File: src/rtl/mul_seq.sv
// Multi-cycle shift-add multiplier that borrows the shared ALU for one add per step.
// Define MUL_SEQ_SIGNED_EN to add signed (mult) support through magnitude loading and a final negate.
module mul_seq #(
    parameter int unsigned WIDTH = 32
) (
    input  logic             clk,
    input  logic             rst_n,
    input  logic             start,
    input  logic             is_signed,
    input  logic [WIDTH-1:0] src_a,
    input  logic [WIDTH-1:0] src_b,
    output logic             busy,
    output logic             done,
    output logic [WIDTH-1:0] hi,
    output logic [WIDTH-1:0] lo,
    output logic             alu_req,
    input  logic             alu_gnt,
    output logic [WIDTH-1:0] alu_a,
    output logic [WIDTH-1:0] alu_b,
    output logic [3:0]       alu_ctrl,
    input  logic [WIDTH-1:0] alu_result,
    input  logic             alu_cout
);

    localparam int unsigned CW = (WIDTH > 1) ? $clog2(WIDTH) : 1;
    localparam logic [CW-1:0] LAST_STEP = CW'(WIDTH - 1);
    localparam logic [3:0] ALU_ADD = 4'b0010;

    typedef enum logic [1:0] {
        IDLE = 2'd0,
        RUN  = 2'd1,
`ifdef MUL_SEQ_SIGNED_EN
        FIX  = 2'd3,
`endif
        DONE = 2'd2
    } state_t;

    state_t           state_q, state_d;
    logic [WIDTH-1:0] hi_q, hi_d;
    logic [WIDTH-1:0] lo_q, lo_d;
    logic [WIDTH-1:0] mc_q, mc_d;
    logic [CW-1:0]    cnt_q, cnt_d;
    logic [WIDTH-1:0] a_mag, b_mag;
    logic             neg_pending;

`ifdef MUL_SEQ_SIGNED_EN
    logic             neg_q, neg_d;
    logic             a_neg, b_neg;
    logic [2*WIDTH-1:0] prod_neg;

    always_comb begin
        a_neg       = is_signed & src_a[WIDTH-1];
        b_neg       = is_signed & src_b[WIDTH-1];
        a_mag       = a_neg ? (~src_a + 1'b1) : src_a;
        b_mag       = b_neg ? (~src_b + 1'b1) : src_b;
        prod_neg    = ~{hi_q, lo_q} + 1'b1;
        neg_pending = neg_q;
    end
`else
    logic unused_is_signed;

    always_comb begin
        unused_is_signed = is_signed;
        a_mag            = src_a;
        b_mag            = src_b;
        neg_pending      = 1'b0;
    end
`endif

    always_comb begin
        state_d  = state_q;
        hi_d     = hi_q;
        lo_d     = lo_q;
        mc_d     = mc_q;
        cnt_d    = cnt_q;
`ifdef MUL_SEQ_SIGNED_EN
        neg_d    = neg_q;
`endif
        alu_req  = 1'b0;
        alu_a    = '0;
        alu_b    = '0;
        alu_ctrl = 4'b0000;

        case (state_q)
            IDLE, DONE: begin
                if (state_q == DONE) begin
                    state_d = IDLE;
                end
                if (start) begin
                    state_d = RUN;
                    hi_d    = '0;
                    lo_d    = b_mag;
                    mc_d    = a_mag;
                    cnt_d   = '0;
`ifdef MUL_SEQ_SIGNED_EN
                    neg_d   = a_neg ^ b_neg;
`endif
                end
            end
            RUN: begin
                alu_req  = 1'b1;
                alu_ctrl = ALU_ADD;
                alu_a    = hi_q;
                alu_b    = lo_q[0] ? mc_q : '0;
                // The WIDTH+1-bit {carry, sum} becomes the new top of {HI,LO}.
                if (alu_gnt) begin
                    {hi_d, lo_d} = {alu_cout, alu_result, lo_q[WIDTH-1:1]};
                    cnt_d        = cnt_q + 1'b1;
                    if (cnt_q == LAST_STEP) begin
`ifdef MUL_SEQ_SIGNED_EN
                        state_d = neg_pending ? FIX : DONE;
`else
                        state_d = neg_pending ? IDLE : DONE;
`endif
                    end
                end
            end
`ifdef MUL_SEQ_SIGNED_EN
            FIX: begin
                {hi_d, lo_d} = prod_neg;
                neg_d        = 1'b0;
                state_d      = DONE;
            end
`endif
            default: begin
                state_d = IDLE;
            end
        endcase
    end

    always_ff @(posedge clk or negedge rst_n) begin
        if (!rst_n) begin
            state_q <= IDLE;
            hi_q    <= '0;
            lo_q    <= '0;
            mc_q    <= '0;
            cnt_q   <= '0;
`ifdef MUL_SEQ_SIGNED_EN
            neg_q   <= 1'b0;
`endif
        end else begin
            state_q <= state_d;
            hi_q    <= hi_d;
            lo_q    <= lo_d;
            mc_q    <= mc_d;
            cnt_q   <= cnt_d;
`ifdef MUL_SEQ_SIGNED_EN
            neg_q   <= neg_d;
`endif
        end
    end

`ifdef MUL_SEQ_SIGNED_EN
    assign busy = (state_q == RUN) || (state_q == FIX);
`else
    assign busy = (state_q == RUN);
`endif
    assign done = (state_q == DONE);
    assign hi   = hi_q;
    assign lo   = lo_q;

endmodule

File: config.mk
export PLATFORM = sky130hd
export DESIGN_NAME = mul_seq
export DESIGN_NICKNAME = d
export VERILOG_FILES = /design/src/rtl/mul_seq.sv
export SDC_FILE = /design/constraint.sdc
export NUM_CORES = 1
export LEC_CHECK = 0
export ABC_AREA = 0
export BUFFER_PORTS_ARGS = -buffer_cell sky130_fd_sc_hd__buf_4
export CAP_MARGIN = 0
export CORE_UTILIZATION = 37
export CTS_CLUSTER_DIAMETER = 120
export CTS_CLUSTER_SIZE = 10
export DETAILED_ROUTE_END_ITERATION = 16
export PLACE_DENSITY = 0.66
export SLEW_MARGIN = 20
export SYNTH_ARGS = -nofsm -noshare
export SYNTH_HDL_FRONTEND = slang
export SYNTH_SLANG_ARGS = --single-unit
export TNS_END_PERCENT = 10
File: constraint.sdc
create_clock -name clk -period 1.9 [get_ports clk]
set_clock_uncertainty 0.1 [all_clocks]
set_input_delay 0.475 -clock clk [delete_from_list [all_inputs] [get_ports clk]]
set_output_delay 0.475 -clock clk [all_outputs]
set_load 0.01 [all_outputs]
==> run metrics <==
status finished, violations left; failing checks negative setup slack; Yosys top cell by area dfrtp_1; pre-CTS setup slack ~0.042 ns; nets@finish roughly 850; Die H ~120 µm; top cell type's share of synthesized area 0.527; DIE AREA 0.0137 mm²; Final Slew Violations 0; Crit Reg-Reg Startpoint state_q[1]; CP Data Arrival Time approximately 1.5 ns; worst skew pair latency approximately 0.34 ns; Ys Warns 0; synthesized flop and latch total around 100; Power Density roughly 1100 mW/mm²; Total GRT Usage 0.191; Distinct cells, synth 22; Cell Area, Synth a little under 0.005 mm²; sequential fraction of the synthesis area 0.527; # clock sinks a little over 100; crit path cell chain and2b_4 -> buf_12 -> and3_1 -> buf_4; commonest non-fill, non-tap cell in the layout buf_4; first-pass GRT wire length between 15,000 and 20,000 µm; largest net degree at the start of global routing between 100 and 150; 1st-iter DRT viols roughly 300; synthesis-to-layout area growth 45.5%; Critical-path top delay cell dfrtp_1; Initial Util 0.383; vias per cell 4.91; DRC viols 0; CP required about 1.3 ns; initial antenna violation count 0; commonest non-fill, non-tap cells in the layout buf_4, nand2_1, dfrtp_1; CTS H-tree depth 3; I/O Pins approximately 240; DR pass1 iterations 4; synth top area cells dfrtp_1, nand2_1, nand3_1, mux2i_1, o21ai_0; Final WS setup -0.219 ns; Routability Congestion 0.740; I/O Buffers 232; GR Overflow Total 0; vias in the first global route between 4,000 and 5,000; DRT Wirelength approximately 13,000 µm; worst slew pin tran 0.571 ns; crit path from state_q[1]; Top delay family on crit path simple AND/OR/NAND/NOR gates; DR WL/cell approximately 14 µm; Hold Crit Class in2async; # diodes 0; Mean Syn Cell Area approximately 9.1 µm²; vias about 4,500; Max stage delay on crit path between 0.3 and 0.4 ns; clock buffer depth 2; unrepaired setup endpoints after global routing yes; Fin. Hold Viols 0; CP bufs+invs 2; CP max FO 31; core area roughly 0.013 mm²; Max-slew headroom 0.620; worst hold slack approximately 0.07 ns; Worst VDD drop about 0.00055 V; clk slew on worst S/H paths 0.06 ns; clk root buf clkbuf_16; CP startpoint kind register; Post-CTS Hold Buffers 0; Pleak 3.96 nW; Setup crit end kind output port; max cap viols 0; fin crit share 1.12; Cells after Synth between 500 and 600; Chip Width roughly 120 µm; Max Freq about 0.47 GHz; Rows approximately 40; Final setup viols 67; Tmin final around 2.1 ns; CTS tree built; share of cells above drive strength 1 0.358; number of buffers created by CTS 9; critical path type reg2out; Final ANT Viol Nets 0; setup tns final -12.69 ns; DP HPWL 9100 µm
logic make-up (layout without fill, tap and decap cells):
group           Yosys count  after routing  share of synthesized area
simple gates            277            277                      0.268
flops                   103            103                      0.527
compound gates           67             67                     0.0719
buf+inv                  52            267                     0.0603
mux                      33             33                     0.0675
fa+ha+maj                 2              2                    0.00511
other cells               1              3                   0.000766
cells in the mapped netlist:
cell type and count:
nor2b_1 2, nand3b_1 1, o21ai_1 20, conb_1 1
a21oi_4 1, and2_1 32, and3_1 34, nand3_1 72
and2b_1 1, clkbuf_1 24, clkbuf_2 2, buf_2 12
o21ai_0 44, nand2_1 134, dfrtp_1 103, mux2i_1 33
nand2b_1 1, ha_1 2, o211ai_1 1, o31ai_1 1
buf_6 8, buf_4 6
metal layers:
layer  track usage  share of wire  vias to the layer above
li1              -              -                     2199
met1         0.232           0.43                     2170
met2         0.329           0.49                      157
met3        0.0386          0.060                       13
met4        0.0810          0.018                        0
met5             0              0                        -
registers in the layout, indices dropped and copies added, names as in the netlist:
| name | cells |
|---|---|
| state_q | 2 |
| mc_q | 32 |
| hi | 32 |
| lo | 32 |
| cnt_q | 5 |
power by group:
part	internal [mW]	switching (mW)
sequential	2.82	0.437
clock	1.06	0.776
combinational	1.46	1.31
path summary, 6_finish.rpt:
check	endpoint	slack [ns]	cells past startpoint
hold reg to reg	mc_q[18]	0.37	2
max in group asynchronous	mc_q[27]	1.19	2
setup / recovery	alu_b[7]	-0.22	4
setup reg to reg	lo[29]	0.09	5
hold / removal	hi[8]	0.07	2
min in group clk	mc_q[27]	0.22	3
layout make-up:
cell class / count / area (µm²)
clock buffer: 13 / 250
clock inverter: 3 / 42.5
fill: 1158 / 5650
multi-input combinational: 382 / 2050
sequential: 103 / 2580
tap: 172 / 215
timing repair buffer: 251 / 1990
what timing repair did:
action | CTS | global route
resized for setup | 0 | 2
pin swaps | 0 | 1
endpoints found under the setup margin | 67 | 67
setup buffers | 1 | 0
through the flow:
stage	cell area (µm²)	cells	utilization	power [mW]
floorplan	4900	537	-	4.58
global placement	6810	907	0.533	6.02
detailed placement	6810	907	0.533	6.10
CTS	7110	924	0.557	7.97
global route	7120	924	0.557	8.40
finish	7120	924	0.557	7.86
(Power assumes the default switching activity.)
